## config.mk

```make
export PLATFORM = sky130hd
export DESIGN_NAME = softmc_riffa_bridge
export DESIGN_NICKNAME = d
export VERILOG_FILES = /design/src/rtl/softmc_riffa_bridge.sv
export SDC_FILE = /design/constraint.sdc
export NUM_CORES = 1
export LEC_CHECK = 0
export ABC_AREA = 1
export CAP_MARGIN = 20
export CELL_PAD_IN_SITES_DETAIL_PLACEMENT = 1
export CELL_PAD_IN_SITES_GLOBAL_PLACEMENT = 2
export CORE_ASPECT_RATIO = 1.2
export CORE_MARGIN = 2
export CORE_UTILIZATION = 25
export DETAILED_ROUTE_END_ITERATION = 7
export GPL_ROUTABILITY_DRIVEN = 1
export MAX_ROUTING_LAYER = met4
export PLACE_DENSITY_LB_ADDON = 0.1
export SLEW_MARGIN = 0
export SYNTH_ARGS = -nofsm -noshare
export SYNTH_HDL_FRONTEND = slang
export SYNTH_SLANG_ARGS = --single-unit
export TNS_END_PERCENT = 30
```

## constraint.sdc

```tcl
create_clock -name clk -period 13.6 [get_ports clk]
set_input_delay 2.72 -clock clk [delete_from_list [all_inputs] [get_ports clk]]
set_output_delay 2.72 -clock clk [all_outputs]
set_load 0.05 [all_outputs]
```

## src/rtl/softmc_riffa_bridge.sv

```systemverilog
// -----------------------------------------------------------------------------
// softmc_riffa_bridge
//
// Bridges one RIFFA channel to the SoftMC instruction and readback interfaces.
//   RX path : PCIe words of C_PCI_DATA_WIDTH bits are held one at a time and
//             issued to the MC as 32-bit instructions, lowest slice first.
//   TX path : DRAM readback words (DQ_WIDTH*4 bits) are popped from a
//             first-word-fall-through FIFO into a one-word stage, sliced into
//             PCIe beats (lowest slice first) and grouped into transactions of
//             CHUNKS_PER_TXN words. An open transaction that starves for
//             IDLE_TIMEOUT cycles is closed early and counted.
//
// Ports
//   clk, rst                 sole clock, asynchronous active-high reset
//   CHNL_RX_CLK/CHNL_TX_CLK  clk forwarded to RIFFA
//   CHNL_RX*                 RIFFA RX request/ack and data stream
//   CHNL_TX*                 RIFFA TX request, fixed length/offset, data stream
//   app_en/app_ack/app_instr instruction stream towards the MC
//   process_iseq             MC started executing; re-arms the RX acknowledge
//   rdback_fifo_*/rdback_data readback FIFO (FWFT) from the MC
//   tx_timeout_cnt           saturating count of timeout-closed transactions
// -----------------------------------------------------------------------------
module softmc_riffa_bridge #(
   parameter int C_PCI_DATA_WIDTH = 64,
   parameter int DQ_WIDTH         = 64,
   parameter int CHUNKS_PER_TXN   = 256,
   parameter int IDLE_TIMEOUT     = 128
) (
   input  logic                          clk,
   input  logic                          rst,

   output logic                          CHNL_RX_CLK,
   input  logic                          CHNL_RX,
   output logic                          CHNL_RX_ACK,
   input  logic                          CHNL_RX_LAST,
   input  logic [31:0]                   CHNL_RX_LEN,
   input  logic [30:0]                   CHNL_RX_OFF,
   input  logic [C_PCI_DATA_WIDTH-1:0]   CHNL_RX_DATA,
   input  logic                          CHNL_RX_DATA_VALID,
   output logic                          CHNL_RX_DATA_REN,

   output logic                          CHNL_TX_CLK,
   output logic                          CHNL_TX,
   input  logic                          CHNL_TX_ACK,
   output logic                          CHNL_TX_LAST,
   output logic [31:0]                   CHNL_TX_LEN,
   output logic [30:0]                   CHNL_TX_OFF,
   output logic [C_PCI_DATA_WIDTH-1:0]   CHNL_TX_DATA,
   output logic                          CHNL_TX_DATA_VALID,
   input  logic                          CHNL_TX_DATA_REN,

   output logic                          app_en,
   input  logic                          app_ack,
   output logic [31:0]                   app_instr,

   input  logic                          process_iseq,

   input  logic                          rdback_fifo_empty,
   output logic                          rdback_fifo_rden,
   input  logic [DQ_WIDTH*4-1:0]         rdback_data,

   output logic [15:0]                   tx_timeout_cnt
);

   localparam int IPW      = C_PCI_DATA_WIDTH / 32;
   localparam int RD_WIDTH = DQ_WIDTH * 4;
   localparam int BEATS    = RD_WIDTH / C_PCI_DATA_WIDTH;
   localparam int IDX_W    = (IPW > 1) ? $clog2(IPW) : 1;
   localparam int BEAT_W   = (BEATS > 1) ? $clog2(BEATS) : 1;
   localparam int CHUNK_W  = (CHUNKS_PER_TXN > 1) ? $clog2(CHUNKS_PER_TXN) : 1;
   localparam int IDLE_W   = $clog2(IDLE_TIMEOUT);

   localparam logic [IDX_W-1:0]   IDX_LAST   = IDX_W'(IPW - 1);
   localparam logic [IDX_W-1:0]   IDX_ONE    = IDX_W'(1);
   localparam logic [BEAT_W-1:0]  BEAT_LAST  = BEAT_W'(BEATS - 1);
   localparam logic [BEAT_W-1:0]  BEAT_ONE   = BEAT_W'(1);
   localparam logic [CHUNK_W-1:0] CHUNK_LAST = CHUNK_W'(CHUNKS_PER_TXN - 1);
   localparam logic [CHUNK_W-1:0] CHUNK_ONE  = CHUNK_W'(1);
   localparam logic [IDLE_W-1:0]  IDLE_LAST  = IDLE_W'(IDLE_TIMEOUT - 1);
   localparam logic [IDLE_W-1:0]  IDLE_ONE   = IDLE_W'(1);
   localparam logic [31:0]        TX_LEN     = 32'(CHUNKS_PER_TXN * DQ_WIDTH * 4 / 32);

   localparam logic [0:0] RX_WAIT_REQ = 1'b0;
   localparam logic [0:0] RX_ACKED    = 1'b1;
   localparam logic [0:0] TX_IDLE     = 1'b0;
   localparam logic [0:0] TX_ACTIVE   = 1'b1;

   // RX request handshake
   logic [0:0]                  rx_state_r;
   logic                        rx_ack_r;

   // RX unpacker
   logic [C_PCI_DATA_WIDTH-1:0] hold_data_r;
   logic                        hold_valid_r;
   logic [IDX_W-1:0]            idx_r;
   logic                        rx_ren_s;
   logic [31:0]                 app_instr_s;

   // Readback stage and TX sequencing
   logic [RD_WIDTH-1:0]         rd_data_r;
   logic                        rd_valid_r;
   logic                        rd_pop_s;
   logic                        consume_s;
   logic                        tx_xfer_s;
   logic [0:0]                  tx_state_r;
   logic [BEAT_W-1:0]           beat_r;
   logic [CHUNK_W-1:0]          chunk_r;
   logic [IDLE_W-1:0]           idle_cnt_r;
   logic [15:0]                 tx_timeout_cnt_r;
   logic [C_PCI_DATA_WIDTH-1:0] tx_data_s;

   // Inputs RIFFA provides that this bridge has no use for.
   logic                        unused_s;
   assign unused_s = ^{CHNL_RX_LAST, CHNL_RX_LEN, CHNL_RX_OFF, CHNL_TX_ACK};

   // ---------------------------------------------------------------- RX ack
   // One ACK per instruction sequence; re-armed only once the MC starts it.
   always_ff @(posedge clk or posedge rst) begin
      if (rst) begin
         rx_state_r <= RX_WAIT_REQ;
         rx_ack_r   <= 1'b0;
      end else begin
         rx_ack_r <= 1'b0;
         case (rx_state_r)
            RX_WAIT_REQ: begin
               if (CHNL_RX) begin
                  rx_ack_r   <= 1'b1;
                  rx_state_r <= RX_ACKED;
               end
            end
            RX_ACKED: begin
               if (process_iseq) begin
                  rx_state_r <= RX_WAIT_REQ;
               end
            end
            default: rx_state_r <= RX_WAIT_REQ;
         endcase
      end
   end

   // ---------------------------------------------------------- RX unpacker
   // A new word is fetched when the holder is empty or its last slice is
   // being taken this cycle, which keeps the instruction stream bubble-free.
   assign rx_ren_s = ~hold_valid_r | (app_ack & (idx_r == IDX_LAST));

   // Holding register: load on read-enable, otherwise step through the slices.
   always_ff @(posedge clk or posedge rst) begin
      if (rst) begin
         hold_valid_r <= 1'b0;
         hold_data_r  <= {C_PCI_DATA_WIDTH{1'b0}};
         idx_r        <= {IDX_W{1'b0}};
      end else if (rx_ren_s) begin
         hold_valid_r <= CHNL_RX_DATA_VALID;
         hold_data_r  <= CHNL_RX_DATA;
         idx_r        <= {IDX_W{1'b0}};
      end else if (app_ack) begin
         idx_r <= idx_r + IDX_ONE;
      end
   end

   // Select the 32-bit slice addressed by idx_r.
   always_comb begin
      app_instr_s = 32'h0000_0000;
      for (int i = 0; i < IPW; i++) begin
         app_instr_s = (idx_r == IDX_W'(i)) ? hold_data_r[i*32 +: 32] : app_instr_s;
      end
   end

   // -------------------------------------------------------- readback stage
   // A word is consumed when its last beat is accepted by RIFFA.
   assign tx_xfer_s = (tx_state_r == TX_ACTIVE) & rd_valid_r & CHNL_TX_DATA_REN;
   assign consume_s = tx_xfer_s & (beat_r == BEAT_LAST);
   // Refill in the same cycle as a consume so consecutive words abut.
   assign rd_pop_s  = ~rst & ~rdback_fifo_empty & (~rd_valid_r | consume_s);

   // One-word readback register fed from the FWFT FIFO.
   always_ff @(posedge clk or posedge rst) begin
      if (rst) begin
         rd_valid_r <= 1'b0;
         rd_data_r  <= {RD_WIDTH{1'b0}};
      end else if (rd_pop_s) begin
         rd_valid_r <= 1'b1;
         rd_data_r  <= rdback_data;
      end else if (consume_s) begin
         rd_valid_r <= 1'b0;
      end
   end

   // ---------------------------------------------------------------- TX FSM
   // Transaction framing, beat/chunk sequencing and starvation timeout.
   // Starting requires REN low because RIFFA may leave REN asserted after
   // the previous transaction ended.
   always_ff @(posedge clk or posedge rst) begin
      if (rst) begin
         tx_state_r       <= TX_IDLE;
         beat_r           <= {BEAT_W{1'b0}};
         chunk_r          <= {CHUNK_W{1'b0}};
         idle_cnt_r       <= {IDLE_W{1'b0}};
         tx_timeout_cnt_r <= 16'h0000;
      end else begin
         case (tx_state_r)
            TX_IDLE: begin
               if (rd_valid_r & ~CHNL_TX_DATA_REN) begin
                  tx_state_r <= TX_ACTIVE;
                  beat_r     <= {BEAT_W{1'b0}};
                  chunk_r    <= {CHUNK_W{1'b0}};
                  idle_cnt_r <= {IDLE_W{1'b0}};
               end
            end
            TX_ACTIVE: begin
               if (tx_xfer_s) begin
                  idle_cnt_r <= {IDLE_W{1'b0}};
                  if (beat_r == BEAT_LAST) begin
                     beat_r <= {BEAT_W{1'b0}};
                     if (chunk_r == CHUNK_LAST) begin
                        chunk_r    <= {CHUNK_W{1'b0}};
                        tx_state_r <= TX_IDLE;
                     end else begin
                        chunk_r <= chunk_r + CHUNK_ONE;
                     end
                  end else begin
                     beat_r <= beat_r + BEAT_ONE;
                  end
               end else if (~rd_valid_r) begin
                  // rd_valid only drops at a word boundary, so closing here
                  // never truncates a readback word.
                  if (idle_cnt_r == IDLE_LAST) begin
                     idle_cnt_r <= {IDLE_W{1'b0}};
                     tx_state_r <= TX_IDLE;
                     if (tx_timeout_cnt_r != 16'hFFFF) begin
                        tx_timeout_cnt_r <= tx_timeout_cnt_r + 16'h0001;
                     end
                  end else begin
                     idle_cnt_r <= idle_cnt_r + IDLE_ONE;
                  end
               end
            end
            default: tx_state_r <= TX_IDLE;
         endcase
      end
   end

   // Select the PCIe beat addressed by beat_r from the readback word.
   always_comb begin
      tx_data_s = {C_PCI_DATA_WIDTH{1'b0}};
      for (int i = 0; i < BEATS; i++) begin
         tx_data_s = (beat_r == BEAT_W'(i)) ? rd_data_r[i*C_PCI_DATA_WIDTH +: C_PCI_DATA_WIDTH]
                                            : tx_data_s;
      end
   end

   // ---------------------------------------------------------------- outputs
   assign CHNL_RX_CLK        = clk;
   assign CHNL_TX_CLK        = clk;
   assign CHNL_RX_ACK        = rx_ack_r;
   assign CHNL_RX_DATA_REN   = rx_ren_s;
   assign app_en             = hold_valid_r;
   assign app_instr          = app_instr_s;
   assign rdback_fifo_rden   = rd_pop_s;
   assign CHNL_TX            = (tx_state_r == TX_ACTIVE);
   assign CHNL_TX_DATA_VALID = (tx_state_r == TX_ACTIVE) & rd_valid_r;
   assign CHNL_TX_DATA       = tx_data_s;
   assign CHNL_TX_LAST       = 1'b1;
   assign CHNL_TX_LEN        = TX_LEN;
   assign CHNL_TX_OFF        = 31'h0000_0000;
   assign tx_timeout_cnt     = tx_timeout_cnt_r;

endmodule

```

# Word-level counts from Yosys, hierarchy flattened
# Index checks and enable logic that the tools add are counted.
# classes
reduce_logical,7
n_addsub,5
n_mux,34
eq_ne,10
order_cmp,0
n_shift,0
div,0
bitwise,17
multipliers,0
# ops
operator,n
$mux W64,4
$mux W32,1
$mux W8,4
$mux W7,4
$add A16 B1 Y16 const B,1
$ne A16 B16 Y1 const B,1
$pmux W8 S2,1
$pmux W7 S2,1
$mux W1,13
$add A8 B1 Y8 const B,1
$eq A8 B8 Y1 const B,1
$not A1 Y1,8
$add A7 B1 Y7 const B,1
$and A1 B1 Y1,7
$eq A7 B7 Y1 const B,1
$mux W2,3
$reduce_and A5 Y1,1
$eq A2 B2 Y1 const B,2
$ne A2 B2 Y1 const B,2
$pmux W1 S2,2
$pmux W2 S2,1
$reduce_and A2 Y1,2
$reduce_bool A2 Y1,2
$ne A3 B3 Y1 const B,1
7 further kinds,8
# word_totals
ff_bits,359
output_inout_bits,184
mem_bits_ro,0
latchBits,0
n_memories,0
in_bits,393
mem_bits_rw,0

# Depth between registers and ports, before layout
# Gate-level depths: netlist (run 1).
# depth
depth_word,6
mapped_depth,10

==> results of run 1 <==
area by class of cell:
type / count / share of cell area, %
inverters: 108 / 1.77
clock buffers: 76 / 6.30
well taps: 909 / 4.80
flip-flops and latches: 359 / 37.9
multi-input cells: 1613 / 29.2
repair buffers: 463 / 19.4
clock inverters: 13 / 0.396
diodes: 20 / 0.211
power by group through the flow:
| stage | Clock (mW) | Combinational [mW] | Sequential [mW] |
|---|---|---|---|
| after detailed placement | 0.0339 | 2.89 | 1.75 |
| after global routing | 1.39 | 3.10 | 1.80 |
| after global placement | 0.0339 | 2.86 | 1.74 |
| after floorplan | 0.0317 | 1.91 | 1.69 |
| after CTS | 1.35 | 2.91 | 1.74 |
| final | 1.30 | 2.84 | 1.74 |
kinds of logic after synthesis:
kind of cell / count (synthesis)
other: 2
muxes: 32
DFF: 359
buffers and inverters: 296
adders and majority gates: 7
and+or+nand+nor: 1189
AOI/OAI and AO/OA: 314
xor gates and xnor gates: 7
flip-flops by register name, indices dropped and copies added (netlist names):
register	count
tx_timeout_cnt	16
CHNL_TX	1
idle_cnt_r	7
rd_data_r	256
rx_state_r	1
chunk_r	8
beat_r	2
rd_valid_r	1
idx_r	1
hold_data_r	64
app_en	1
CHNL_RX_ACK	1
layout by cell type, fill, tap and decap left out, types with 9 or more instances in the layout:
cell type / netlist / final
nand3_1: 25 / 25
nand4_1: 9 / 9
nor2_1: 99 / 99
clkbuf_1: 60 / 12
clkinv_2: 1 / 11
clkbuf_16: 0 / 51
dfrtp_1: 359 / 359
clkdlybuf4s50_1: 0 / 447
conb_1: 2 / 64
clkbuf_8: 0 / 11
mux2_2: 32 / 32
diode_2: 0 / 20
o21ai_1: 18 / 17
a21oi_1: 134 / 134
nand2_1: 1051 / 1051
o21ai_0: 159 / 159
buf_4: 83 / 17
inv_1: 104 / 102
stage by stage:
step                      util, %  std cells  setup slack (ns)  cell area (um2)
final                        34.8       3561              3.13            23700
after global routing         34.8       3560              3.11            23700
after CTS                    34.7       3541              3.12            23700
after detailed placement     32.4       3454              3.41            22100
after global placement       32.4       3454              3.41            22100
after floorplan                 -       2268             0.918            17400
how the worst max path moves through the flow:
| stage | start | to | slack (ns) |
|---|---|---|---|
| floorplan | rst | CHNL_RX_ACK | 0.92 |
| global placement | clk | CHNL_RX_CLK | 3.41 |
| detailed placement | clk | CHNL_RX_CLK | 3.41 |
| CTS | clk | CHNL_TX_CLK | 3.12 |
| global route | clk | CHNL_RX_CLK | 3.11 |
| finish | clk | CHNL_TX_CLK | 3.13 |
critical path, delay by kind of cell:
family | cells | cell delay (ns)
buffers and inverters | 3 | 0.95
metal layers:
metal | GRT usage, % | part of all wire, %
met1 | 22.7 | 42
met3 | 5.08 | 6.1
met2 | 33.0 | 50
met4 | 3.62 | 1.4
met5 | - | 0
==> metrics.csv, run 1 <==
stage,metric,value,unit
worst_setup_path,crit_fanout,2,
yosys,yosysMostFrequentCell,nand2_1,
grt,track_usage,19.2,%
yosys,synth_commonest_cells,"nand2_1 (1,051), dfrtp_1 (359), o21ai_0 (159), a21oi_1 (134), inv_1 (104)",
yosys,synth_edf_count,0,
route,drt_wl_total,66300,um
worst_hold_path,min_from,rd_data_r[93],
worst_setup_path,reg2regPathDepth,8,
yosys,synth-compound-area-share,9.22,%
route,viasPerCell,4.40,
clocking,clk-insertion-delay-late,0.69,ns
clocking,cts_hold_buf,0,
yosys,synthArstFlopShare,100,%
worst_setup_path,crit_required,10.88,ns
yosys,seq_area_frac_synth,52.4,%
clocking,path_clk_slew,0.05,ns
power_and_ir_drop,combPwrFrac,48.3,%
route,ant_nets,0,
yosys,synth_top_family_by_area,simple AND/OR/NAND/NOR gates,
die,die_height,291,um
power_and_ir_drop,powerDensity,248,mW/mm2
worst_setup_path,r2r_slack,9.45,ns
power_and_ir_drop,ir_worst_vdd,0.148,mV
sta,skew,0.0148,ns
power_and_ir_drop,cell_internal_pwr,3.17,mW
yosys,synthAdderAreaFrac,0.511,%
yosys,synth_cells,2206,
route,drt_first_iter_violations,601,
yosys,synth_flop_cell,dfrtp_1,
route,route.detailed.drc,0,
power_and_ir_drop,switching_share,46.0,%
yosys,yosys-top-cells-area,"dfrtp_1 (52%), nand2_1 (23%), o21ai_0 (4.6%), a21oi_1 (3.9%), buf_4 (3.6%)",
power_and_ir_drop,net-switching-power,2.70,mW
grt,antenna_found_initial,21,
die,die-width,243,um
yosys,syn-cell-area,0.0172,mm2
worst_hold_path,worst_hold_path.num_cells,2,
power_and_ir_drop,clkPwrFrac,22.1,%
layout,regArea,0.00898,mm2
status,status,"complete, no violations",
power_and_ir_drop,power,5.88,mW
worst_setup_path,max_stage_delay,0.69,ns
worst_setup_path,arrival,7.75,ns
die,core,0.0682,mm2
die,die-area,0.0707,mm2
worst_setup_path,reg2reg_to,rd_data_r[41],
grt,grt_overflow,0,
layout,drive_above_1_share,5.32,%
die,rows,105,
worst_hold_path,hold_path.class,reg -> reg,
yosys,synth_xor_area_share,0.357,%
worst_setup_path,cp_slowest_cell,clkdlybuf4s50_1,
power_and_ir_drop,pwr-share-seq,29.6,%
layout,multiInputGateArea,0.00693,mm2
grt,grt_pass1_wl,102000,um
yosys,synth_largest_area_cell,dfrtp_1,
sta,worst_slew_pin_slew,1.04,ns
yosys,synth_top_area_share,52.4,%
yosys,synthMuxAreaShare,2.10,%
worst_setup_path,path_class,clk -> out,
yosys,synth-simple-area-share,26.4,%
worst_hold_path,holdPathEnd,rd_data_r[93],
layout,fillers,8139,
place,gp_congestion,0.790,
sta,worst_hold_slack,0.475,ns
clocking,post-cts-setup-buffers,0,
worst_setup_path,crit_top_cell,clkbuf_16,
route,wl_per_cell,18.6,um
worst_setup_path,end_kind,primary output,
sta,tns,0,ns
yosys,avgSynthCellArea,7.78,um2
layout,nets,2996,
clocking,cts_tree,done,
grt,grt_pass1_vias,16662,
power_and_ir_drop,p_leak,11.1,nW
worst_setup_path,r2r-start,beat_r[0],
route,vias,15660,
place,io_buffers,447,
run,maxCapViolCount,0,
layout,area_growth,38.2,%
grt,grt_max_degree,137,
yosys,ys_ff_latch,359,
place,dp_hpwl,44600,um
sta,setup_violations,0,
yosys,synth.distinct_cells,29,
die,pin_count,577,
route,first_pass_iters,6,
worst_setup_path,start_kind,clock port,
die,initial_core_util,25.2,%
yosys,ys_warn_count,0,
worst_setup_path,worstPathCellList,clkbuf_16 -> clkbuf_16 -> clkdlybuf4s50_1,
sta,rsz0062_at_grt,no,
sta,relSlewSlack,30.9,%
sta,finalHoldViolCount,0,
sta,slew_violations,0,
clocking,post_cts_resized,0,
No activity file was read; power rests on OpenSTA's default activity.
==> run 2: changes to the inputs <==
--- a/config.mk
+++ b/config.mk
@@ -11,7 +11,7 @@
 export CELL_PAD_IN_SITES_GLOBAL_PLACEMENT = 2
 export CORE_ASPECT_RATIO = 1.2
 export CORE_MARGIN = 2
-export CORE_UTILIZATION = 25
+export CORE_UTILIZATION = 23
 export DETAILED_ROUTE_END_ITERATION = 7
 export GPL_ROUTABILITY_DRIVEN = 1
 export MAX_ROUTING_LAYER = met4
==> constraint.sdc (replaced) <==
create_clock -name clk -period 8.7 [get_ports clk]
set_input_delay 1.74 -clock clk [delete_from_list [all_inputs] [get_ports clk]]
set_output_delay 1.74 -clock clk [all_outputs]
set_load 0.05 [all_outputs]
==> metrics.csv, run 2 (synthesized netlist as in run 1, its figures left out) <==
stage,metric,value,unit
grt,use_met1,21.8,%
grt,grt_max_degree,150,
grt,grt.busiest_layer,met2,
layout,regArea,0.00898,mm2
worst_setup_path,worst_path_dominant_cell_family,buffers and inverters,
die,rows,109,
grt,grt_pass1_wl,103000,um
worst_setup_path,max_stage_delay,0.70,ns
grt,grt_pass1_vias,16747,
die,die-area,0.0768,mm2
place,pre_cts_ws,1.94,ns
sta,finalHoldViolCount,0,
layout,design_area,0.0239,mm2
grt,antenna_found_initial,29,
worst_setup_path,crit_top_cell,clkbuf_16,
route,route.detailed.drc,0,
route,ant_nets,0,
grt,track_usage,18.2,%
layout,final_common_cell,nand2_1,
place,io_buffers,447,
sta,postLayoutSetupSlackWorst,1.65,ns
run,maxCapViolCount,0,
sta,worst_slew_pin_slew,1.03,ns
clocking,post_cts_resized,0,
die,pin_count,577,
sta,relSlewSlack,31.5,%
clocking,clk-insertion-delay-late,0.70,ns
place,dp_hpwl,45900,um
place,gp_congestion,0.783,
die,die_height,303,um
layout,multiInputGateArea,0.00693,mm2
worst_setup_path,start_kind,clock port,
clocking,path_clk_slew,0.05,ns
power_and_ir_drop,p_leak,11.1,nW
clocking,post-cts-setup-buffers,0,
die,core,0.0738,mm2
worst_setup_path,end_kind,primary output,
route,drt_first_iter_violations,697,
sta,rsz0062_at_grt,no,
route,viasPerCell,4.26,
power_and_ir_drop,powerDensity,388,mW/mm2
sta,setup_violations,0,
layout,largest_register,rd_data_r,
worst_setup_path,worstPathCellList,clkbuf_16 -> clkbuf_16 -> clkdlybuf4s50_1,
grt,grt_overflow,0,
worst_setup_path,arrival,5.31,ns
grt,met2_usage,30.2,%
worst_setup_path,crit_required,6.96,ns
sta,worst_hold_slack,0.477,ns
route,first_pass_iters,4,
power_and_ir_drop,ir_worst_vdd,0.213,mV
grt,grt_use_met3,5.28,%
layout,drive_above_1_share,5.36,%
clocking,cts_hold_buf,0,
layout,largest_reg_flops,256,
place,dp_cells,3543,
layout,final_cells,3661,
clocking,cts_tree,done,
worst_setup_path,crit_buf_inv,3,
sta,tns,0,ns
layout,fillers,8775,
route,wl_per_cell,18.8,um
sta,slew_violations,0,
layout,area_growth,39.5,%
layout,final_cell_mix,"nand2_1 (1,051), clkdlybuf4s50_1 (447), dfrtp_1 (359)",
status,status,"complete, no violations",
worst_setup_path,path_class,clk -> out,
layout,nets,2997,
worst_hold_path,hold_path.class,reg -> reg,
route,vias,15596,
route,drt_wl_total,68700,um
sta,skew,0.0313,ns
place,postPlaceCellArea,0.0222,mm2
worst_setup_path,cp_slowest_cell,clkdlybuf4s50_1,
die,die-width,253,um
worst_setup_path,crit_fanout,2,
die,initial_core_util,23.3,%
==> run 2: cell count changes in the layout (fill, tap and decap cells not counted), sizes merged <==
cell	delta
clkinvlp	+2
inv	-1
clkbuf	-4
diode	+10
clkinv	+1
bufinv	+3
buf	-1
==> run 2: final timing paths <==
path                                 from              to  slack (ns)  cells past startpoint
hold / removal             rd_data_r[175]  rd_data_r[175]        0.48                      2
setup reg to reg                beat_r[0]   rd_data_r[47]        4.20                      9
min in group asynchronous             rst  rd_data_r[178]        1.66                      3
setup / recovery                      clk     CHNL_RX_CLK        1.65                      3
max in group asynchronous             rst   rd_data_r[41]        5.38                      4
hold reg to reg            rd_data_r[175]  rd_data_r[175]        0.48                      2
==> run 2: per-layer routing <==
| metal | up-vias | wire length [um] |
|---|---|---|
| met5 | - | 0 |
| met4 | 0 | 1170 |
| met3 | 67 | 4560 |
| met2 | 369 | 33400 |
| met1 | 7594 | 29500 |
| li1 | 7566 | - |
==> run 2: where the power goes <==
| group | switching [mW] | internal (mW) | leakage (nW) |
|---|---|---|---|
| sequential | 0.356 | 2.36 | 4.45 |
| clock | 0.849 | 1.28 | 0.824 |
| combinational | 3.05 | 1.40 | 5.84 |
==> run 2: final cells by class <==
cell class | instances | area share, %
well taps | 999 | 5.22
clock buffers | 72 | 6.10
multi-input cells | 1613 | 28.9
repair buffers | 462 | 19.3
inverters | 108 | 1.75
diodes | 30 | 0.314
clock inverters | 18 | 0.884
flip-flops and latches | 359 | 37.5
==> run 2: worst min-delay path: cells and delay by family, from the launching register on <==
kind	cells	cell delay (ns)
flops	1	0.34
simple gates	2	0.10
==> run 2: per-stage QoR <==
stage,util (%),total power [mW]
after floorplan,-,5.68
after global placement,30.1,7.27
after detailed placement,30.1,7.33
after CTS,32.3,9.50
after global routing,32.4,9.95
final,32.4,9.29
